--- src/rtl/alu_exec.sv ---
// Execute-stage ALU: single-cycle ops with a registered result and flags, an
// iterative radix-2 shift-add multiplier that back-pressures upstream through
// ready_out, plus downstream stall holding and a synchronous pipeline flush.
module alu_exec #(
  parameter int DATA_W = 32,
  parameter int CNT_W  = 6
) (
  input  logic              clk,
  input  logic              reset_n,
  input  logic              valid_in,
  output logic              ready_out,
  input  logic [7:0]        aluop,
  input  logic [DATA_W-1:0] src_a,
  input  logic [DATA_W-1:0] src_b,
  input  logic [DATA_W-1:0] imm,
  input  logic [DATA_W-1:0] pc_in,
  input  logic              stall_in,
  input  logic              flush,
  output logic              valid_out,
  output logic [DATA_W-1:0] result,
  output logic              zero_out,
  output logic              branch_taken,
  output logic              align_err,
  output logic              illegal_op,
  output logic              busy
);

  // ALUOP_* codes as produced by the opcode-to-aluop decode
  localparam logic [7:0] ALUOP_ADD      = 8'h01;
  localparam logic [7:0] ALUOP_SUB      = 8'h02;
  localparam logic [7:0] ALUOP_LDB      = 8'h03;
  localparam logic [7:0] ALUOP_LDW      = 8'h04;
  localparam logic [7:0] ALUOP_STB      = 8'h05;
  localparam logic [7:0] ALUOP_STW      = 8'h06;
  localparam logic [7:0] ALUOP_MOV      = 8'h07;
  localparam logic [7:0] ALUOP_BEQ      = 8'h08;
  localparam logic [7:0] ALUOP_JUMP     = 8'h09;
  localparam logic [7:0] ALUOP_TLBWRITE = 8'h0A;
  localparam logic [7:0] ALUOP_IRET     = 8'h0B;
  localparam logic [7:0] ALUOP_MUL      = 8'h0C;

  localparam logic [CNT_W-1:0] LAST_ITER = CNT_W'(DATA_W - 1);

  typedef enum logic {IDLE, MUL_RUN} state_t;

  state_t              state_reg;
  logic [DATA_W-1:0]   mcand_reg;
  logic [DATA_W-1:0]   mplier_reg;
  logic [DATA_W-1:0]   acc_reg;
  logic [CNT_W-1:0]    cnt_reg;

  logic                accept;
  logic [DATA_W-1:0]   eff_addr;
  logic [DATA_W-1:0]   op_result;
  logic                op_taken;
  logic                op_align;
  logic                op_illegal;
  logic                op_is_mul;
  logic [DATA_W-1:0]   mul_sum;
  logic                mul_last;

  // Upstream may only hand over an op when idle and the output slot is free
  assign ready_out = (state_reg == IDLE) && !(valid_out && stall_in);
  assign accept    = valid_in && ready_out && !flush;
  assign busy      = (state_reg == MUL_RUN);

  // One multiplier iteration: conditional add of the shifted multiplicand
  assign mul_sum  = acc_reg + (mplier_reg[0] ? mcand_reg : '0);
  assign mul_last = (cnt_reg == LAST_ITER);

  // Single-cycle op decode and evaluation
  always_comb begin
    eff_addr   = src_a + src_b;
    op_result  = '0;
    op_taken   = 1'b0;
    op_align   = 1'b0;
    op_illegal = 1'b0;
    op_is_mul  = 1'b0;
    case (aluop)
      ALUOP_ADD:                  op_result = src_a + src_b;
      ALUOP_SUB:                  op_result = src_a - src_b;
      ALUOP_LDB, ALUOP_STB:       op_result = eff_addr;
      ALUOP_LDW, ALUOP_STW: begin
        op_result = eff_addr;
        op_align  = |eff_addr[1:0];
      end
      ALUOP_MOV:                  op_result = src_b;
      ALUOP_BEQ: begin
        op_result = pc_in + imm;
        op_taken  = (src_a == src_b);
      end
      ALUOP_JUMP: begin
        op_result = pc_in + imm;
        op_taken  = 1'b1;
      end
      ALUOP_TLBWRITE, ALUOP_IRET: op_result = src_a;
      ALUOP_MUL:                  op_is_mul = 1'b1;
      default:                    op_illegal = 1'b1;
    endcase
  end

  // Control FSM, multiplier datapath and output register
  always_ff @(posedge clk or negedge reset_n) begin
    if (!reset_n) begin
      state_reg    <= IDLE;
      mcand_reg    <= '0;
      mplier_reg   <= '0;
      acc_reg      <= '0;
      cnt_reg      <= '0;
      valid_out    <= 1'b0;
      result       <= '0;
      zero_out     <= 1'b0;
      branch_taken <= 1'b0;
      align_err    <= 1'b0;
      illegal_op   <= 1'b0;
    end else if (flush) begin
      // Flush beats both a new accept and a multiplier completion
      state_reg    <= IDLE;
      valid_out    <= 1'b0;
      zero_out     <= 1'b0;
      branch_taken <= 1'b0;
      align_err    <= 1'b0;
      illegal_op   <= 1'b0;
    end else begin
      case (state_reg)
        IDLE: begin
          if (accept) begin
            if (op_is_mul) begin
              state_reg  <= MUL_RUN;
              mcand_reg  <= src_a;
              mplier_reg <= src_b;
              acc_reg    <= '0;
              cnt_reg    <= '0;
              valid_out  <= 1'b0;
            end else begin
              valid_out    <= 1'b1;
              result       <= op_result;
              zero_out     <= (op_result == '0);
              branch_taken <= op_taken;
              align_err    <= op_align;
              illegal_op   <= op_illegal;
            end
          end else if (!stall_in) begin
            valid_out <= 1'b0;
          end
        end
        MUL_RUN: begin
          acc_reg    <= mul_sum;
          mcand_reg  <= mcand_reg << 1;
          mplier_reg <= mplier_reg >> 1;
          cnt_reg    <= cnt_reg + CNT_W'(1);
          if (mul_last) begin
            state_reg    <= IDLE;
            valid_out    <= 1'b1;
            result       <= mul_sum;
            zero_out     <= (mul_sum == '0);
            branch_taken <= 1'b0;
            align_err    <= 1'b0;
            illegal_op   <= 1'b0;
          end
        end
        default: state_reg <= IDLE;
      endcase
    end
  end

`ifndef SYNTHESIS
  // Report unknown aluop codes as they are accepted
  always @(posedge clk) begin
    if (reset_n && accept && op_illegal)
      $warning("alu_exec: unknown aluop 0x%02h", aluop);
  end
`endif

endmodule

--- config.mk ---
export PLATFORM = sky130hd
export DESIGN_NAME = alu_exec
export DESIGN_NICKNAME = d
export VERILOG_FILES = /design/src/rtl/alu_exec.sv
export SDC_FILE = /design/constraint.sdc
export NUM_CORES = 1
export LEC_CHECK = 0
export CORE_MARGIN = 1.5
export CORE_UTILIZATION = 59
export CTS_BUF_LIST = sky130_fd_sc_hd__clkbuf_8
export CTS_CLUSTER_DIAMETER = 120
export DETAILED_ROUTE_END_ITERATION = 8
export HOLD_SLACK_MARGIN = 0.15
export PLACE_DENSITY = 0.95
export SETUP_SLACK_MARGIN = 0.15
export SLEW_MARGIN = 20
export SYNTH_ARGS = -nofsm -noshare
export SYNTH_HDL_FRONTEND = slang
export SYNTH_SLANG_ARGS = --single-unit
--- constraint.sdc ---
create_clock -name clk -period 4.4 [get_ports clk]
set_input_delay 1.32 -clock clk [delete_from_list [all_inputs] [get_ports clk]]
set_output_delay 1.32 -clock clk [all_outputs]
set_load 0.05 [all_outputs]
==> metrics, run 1 <==
outcome stopped before the end; Exit stage global routing (5_1_grt); First Err [ERROR GRT-0116] Global routing finished with congestion. Check the congestion regions in the DRC Viewer.; die span in x 161 um; post-place setup slack -1000 ps; gpl congestion 1.18; Clock Path Buffers 2; vias in the first global route 24.5k; syn nets 2173; Ys Warns 0; #FFs+latches synth 140; post-synthesis cell count 1903; Unique masters post-synth 88; synthesized area 14800 um2; Synth async-reset ratio 100%; Most used DFF post-synth dfrtp_1; row count 57; CTS H-tree depth 4; Initial Util 60.6%; first-pass GRT wire length 153 mm; clock sink total 140; I/O pins 180; port bufs 179; grt ovf 4; EDFF count, synth 0; die height 161 um; GRT Total Usage 78.3%; largest net degree at the start of global routing 92; hpwl dp 47.8 mm; cts bufs inserted 17; hold_buf cts 0; Syn Area/Cell 7.79 um2; sequential cell area fraction in the yosys report 23.6%; Root Driver clkbuf_8
layer usage:
layer  global-route usage (%)  overflow
met1                     77.3         0
met4                     76.4         2
met3                     71.1         0
met2                     89.0         2
met5                     47.3         0
timing repair:
item,CTS
endpoints found under the hold margin,0
gates cloned,1
endpoints found under the setup margin,20
resized for setup,189
setup buffers,38
pin swaps,66
synthesized netlist by cell type (30+ instances only):
cell type,n,area (um2)
ha_1,125,1560
dfrtp_1,140,3500
nor2_1,115,432
xnor2_1,49,429
a21oi_1,126,631
inv_1,81,304
a21o_1,31,233
a31oi_1,30,188
and2_1,44,275
nand2_1,218,818
mux2i_1,74,741
o21ai_0,173,866
nand3_1,42,210
nor3_1,43,215
clkbuf_1,92,345
cell families after synthesis:
| family | share of synthesized area (%) |
|---|---|
| DFF | 23.6 |
| and+or+nand+nor | 21.6 |
| buffers and inverters | 5.06 |
| adders and majority gates | 11.1 |
| xor gates and xnor gates | 4.49 |
| AOI/OAI and AO/OA | 28.1 |
| muxes | 5.99 |
through the flow:
stage	std cells	util, %	cell area (um2)
CTS	2714	84.0	20600
global placement	2643	78.7	19300
detailed placement	2643	78.7	19300
floorplan	1903	-	14900
==> run 2: changes to the inputs <==
==> config.mk (replaced) <==
export PLATFORM = sky130hd
export DESIGN_NAME = alu_exec
export DESIGN_NICKNAME = d
export VERILOG_FILES = /design/src/rtl/alu_exec.sv
export SDC_FILE = /design/constraint.sdc
export NUM_CORES = 1
export LEC_CHECK = 0
export CORE_MARGIN = 1.5
export CORE_UTILIZATION = 40
export DETAILED_ROUTE_END_ITERATION = 8
export PLACE_DENSITY_LB_ADDON = 0.15
export SLEW_MARGIN = 20
export SYNTH_ARGS = -nofsm -noshare
export SYNTH_HDL_FRONTEND = slang
export SYNTH_SLANG_ARGS = --single-unit
==> metrics, run 2 <==
vias in the first global route 16.3k; Fin Setup TNS -2.02 ps; Compound-Gate Fraction of Synth Area 28.1% (unchanged); Initial DRC Count 1254; maximum vdd ir drop 0.000210 V; TritonRoute pass-1 iters 8; post-synthesis cell count 1903 (unchanged); relative slew slack 45.6%; share of Yosys cell area claimed by the top area cell type 23.6% (unchanged); CTS H-tree depth 4 (unchanged); number of diodes 0; Initial Util 40.6% (-20 points); Adder-Cell Fraction of Synth Area 11.1% (unchanged); sequential cell area fraction in the yosys report 23.6% (unchanged); worst hold-check path type reg -> reg; gpl congestion 0.949 (-20%); Final Skew 9.89 ps; Root Driver clkbuf_16; most frequent cells after synthesis nand2_1, o21ai_0, dfrtp_1, a21oi_1, ha_1; DIE AREA 38200 um2; routed length per instance 21.2 um; worst endpoint required time 4760 ps; clock sink total 140 (unchanged); first-pass GRT wire length 95.2 mm; reg2reg start mcand_reg[0]; CP Buf/Inv Count 5; Syn Area/Cell 7.79 um2 (unchanged); simple-gate area share of the yosys netlist 21.6% (unchanged); Syn-to-layout area delta 45.5%; Critical Path Fanout Max 5; clock-pin slew on the worst setup and hold paths 60 ps; hpwl dp 51.0 mm (+6.7%); synthesized area 14800 um2 (unchanged); max-slew violation count 0; Core Footprint 36500 um2; EDFF count, synth 0 (unchanged); Leak 9.81 nW; hold_buf cts 0 (unchanged); Tcrit/Tclk final 100%; Final Critical Period 4400 ps; Nets 2742; routed wire length 62.5 mm; crit end category flip-flop; Pwr Density 225 nW/um2; placed insts 2903 (+9.8%); cts bufs inserted 17 (unchanged); worst-margin pin slew 816 ps; Hold Crit Depth 2; Synth Area in XOR/XNOR 4.49% (unchanged); most frequent cell after synthesis nand2_1; hold path start result[28]; CP top delay family compound AO/OA/AOI/OAI gates; largest net degree at the start of global routing 64; I/O pins 180 (unchanged); Final Setup Violations 1; TritonCTS clock tree built; most used cell, CP buf_4; syn nets 2173 (unchanged); Post-route DRC 0; Clock Path Buffers 2 (unchanged); type of origin of the critical path primary input; die span in x 195 um (+21%); Clock Latency Late Sink 450 ps; non-filler instance count after layout 2953; row count 70 (+23%); Max Clock Freq 227 MHz; initial antenna violation count 1; grt ovf 0; Unique masters post-synth 88 (unchanged); vias 16.9k; Setup Crit Path Kind in -> reg; MaxCap Viol Count 0; port bufs 179 (unchanged); Final Total Pwr 4.86 mW; Synth async-reset ratio 100% (unchanged); mux cell area share after synthesis 5.99% (unchanged); largest family of logic cells by synthesized area compound AO/OA/AOI/OAI gates; Endpoint, Worst Hold result[28]; #FFs+latches synth 140 (unchanged); most common cell after layout, fill and taps aside buf_4; Final Hold Vio Count 0; Finished Core Util 59.0%; Ys Warns 0 (unchanged); DRT antenna net count 0; GRT Total Usage 32.6%; outcome finished, violations left; RSZ-0062 raised after global routing true; share of layout cells above drive strength 1 26.2%; Vias/cell 5.72; failing checks negative setup slack; R2R Setup Slk 220 ps; Most used DFF post-synth dfrtp_1; capturing point of the worst reg2reg path zero_out; critical path cell sequence clkdlybuf4s50_1, inv_1, ha_4, buf_4, nor4_2, buf_4, o211ai_1, buf_4, a311o_1, mux2i_1, o2111ai_2, a211oi_2, nand4_1, nor4_2, nand4b_1, o31ai_4; Worst R2R Path Depth 15; commonest non-fill, non-tap cells in the layout buf_4, nand2_1, o21ai_0, clkdlybuf4s50_1, dfrtp_1; die height 195 um (+21%); area leader, netlist dfrtp_1; worst setup margin -2.02 ps; top post-synthesis cells by area dfrtp_1, ha_1, o21ai_0; WP data arrival 4770 ps; Crit-path slowest cell clkdlybuf4s50_1; CP max stage delay 480 ps
-- run 2: cell counts after synthesis --
Identical to the previous run, type by type.
-- run 2: per-stage QoR --
stage	cell area, um2	worst slack (ps)	hold WS, ps
2_1_floorplan	14800	8.00	450
3_3_place_gp	20400	-815	452
3_5_place_dp	20400	-851	468
4_1_cts	21500	4.05	483
5_1_grt	21600	-148	506
6_report	21600	-2.02	475
-- run 2: kinds of logic (layout without fill, tap and decap cells) --
family | after synthesis | count (layout)
AO/OA/AOI/OAI | 630 | 630
XOR/XNOR | 76 | 76
adder cells (fa/ha/maj) | 129 | 129
buffers and inverters | 195 | 777
flip-flops | 140 | 140
multiplexers | 87 | 87
AND/OR/NAND/NOR | 646 | 646
-- run 2: where the power goes --
part	leakage, nW	internal [mW]	switching (mW)	total, mW
clock	0.304	0.968	0.639	1.61
sequential	1.93	1.34	0.0363	1.38
combinational	7.58	0.886	0.986	1.87
total	9.81	3.19	1.66	4.86
-- run 2: final cells by class --
cell class,instances,area (um2)
multi-input combinational,1568,11100
timing repair buffer,661,5440
clock inverter,13,189
tap,468,586
sequential,140,3510
clock buffer,19,443
inverter,84,319
fill,3441,15000
-- run 2: repair_timing --
item,in CTS,in global routing
endpoints found under the hold margin,0,0
buffers inserted,19,0
pin swaps,48,9
endpoints found under the setup margin,11,8
resized for setup,116,22
-- run 2: how the worst max path moves through the flow --
stage / startpoint / to / slack (ps) / cells past startpoint
after detailed placement: src_b[1] / zero_out / -850 / 15
after floorplan: src_a[0] / zero_out / 8 / 14
after global routing: src_b[5] / zero_out / -150 / 16
after global placement: src_b[1] / zero_out / -810 / 15
after CTS: pc_in[0] / zero_out / 4 / 16
final: src_b[5] / zero_out / -2 / 16
-- run 2: tightest hold or removal path: cells and delay by family, from the launching register on --
| kind | cells | cell delay, ps |
|---|---|---|
| flip-flops | 1 | 340 |
| AND/OR/NAND/NOR | 1 | 40 |
| AO/OA/AOI/OAI | 1 | 60 |
-- run 2: per-layer routing --
metal  global-route usage (%)  wire length (um)  vias up
met5                        0                13        -
met4                     8.04              1210        2
met3                     3.97              4400       71
met2                     51.5             27700      641
met1                     46.9             29200     8020
li1                         -                 -     8169
No activity file was read; power rests on OpenSTA's default activity.
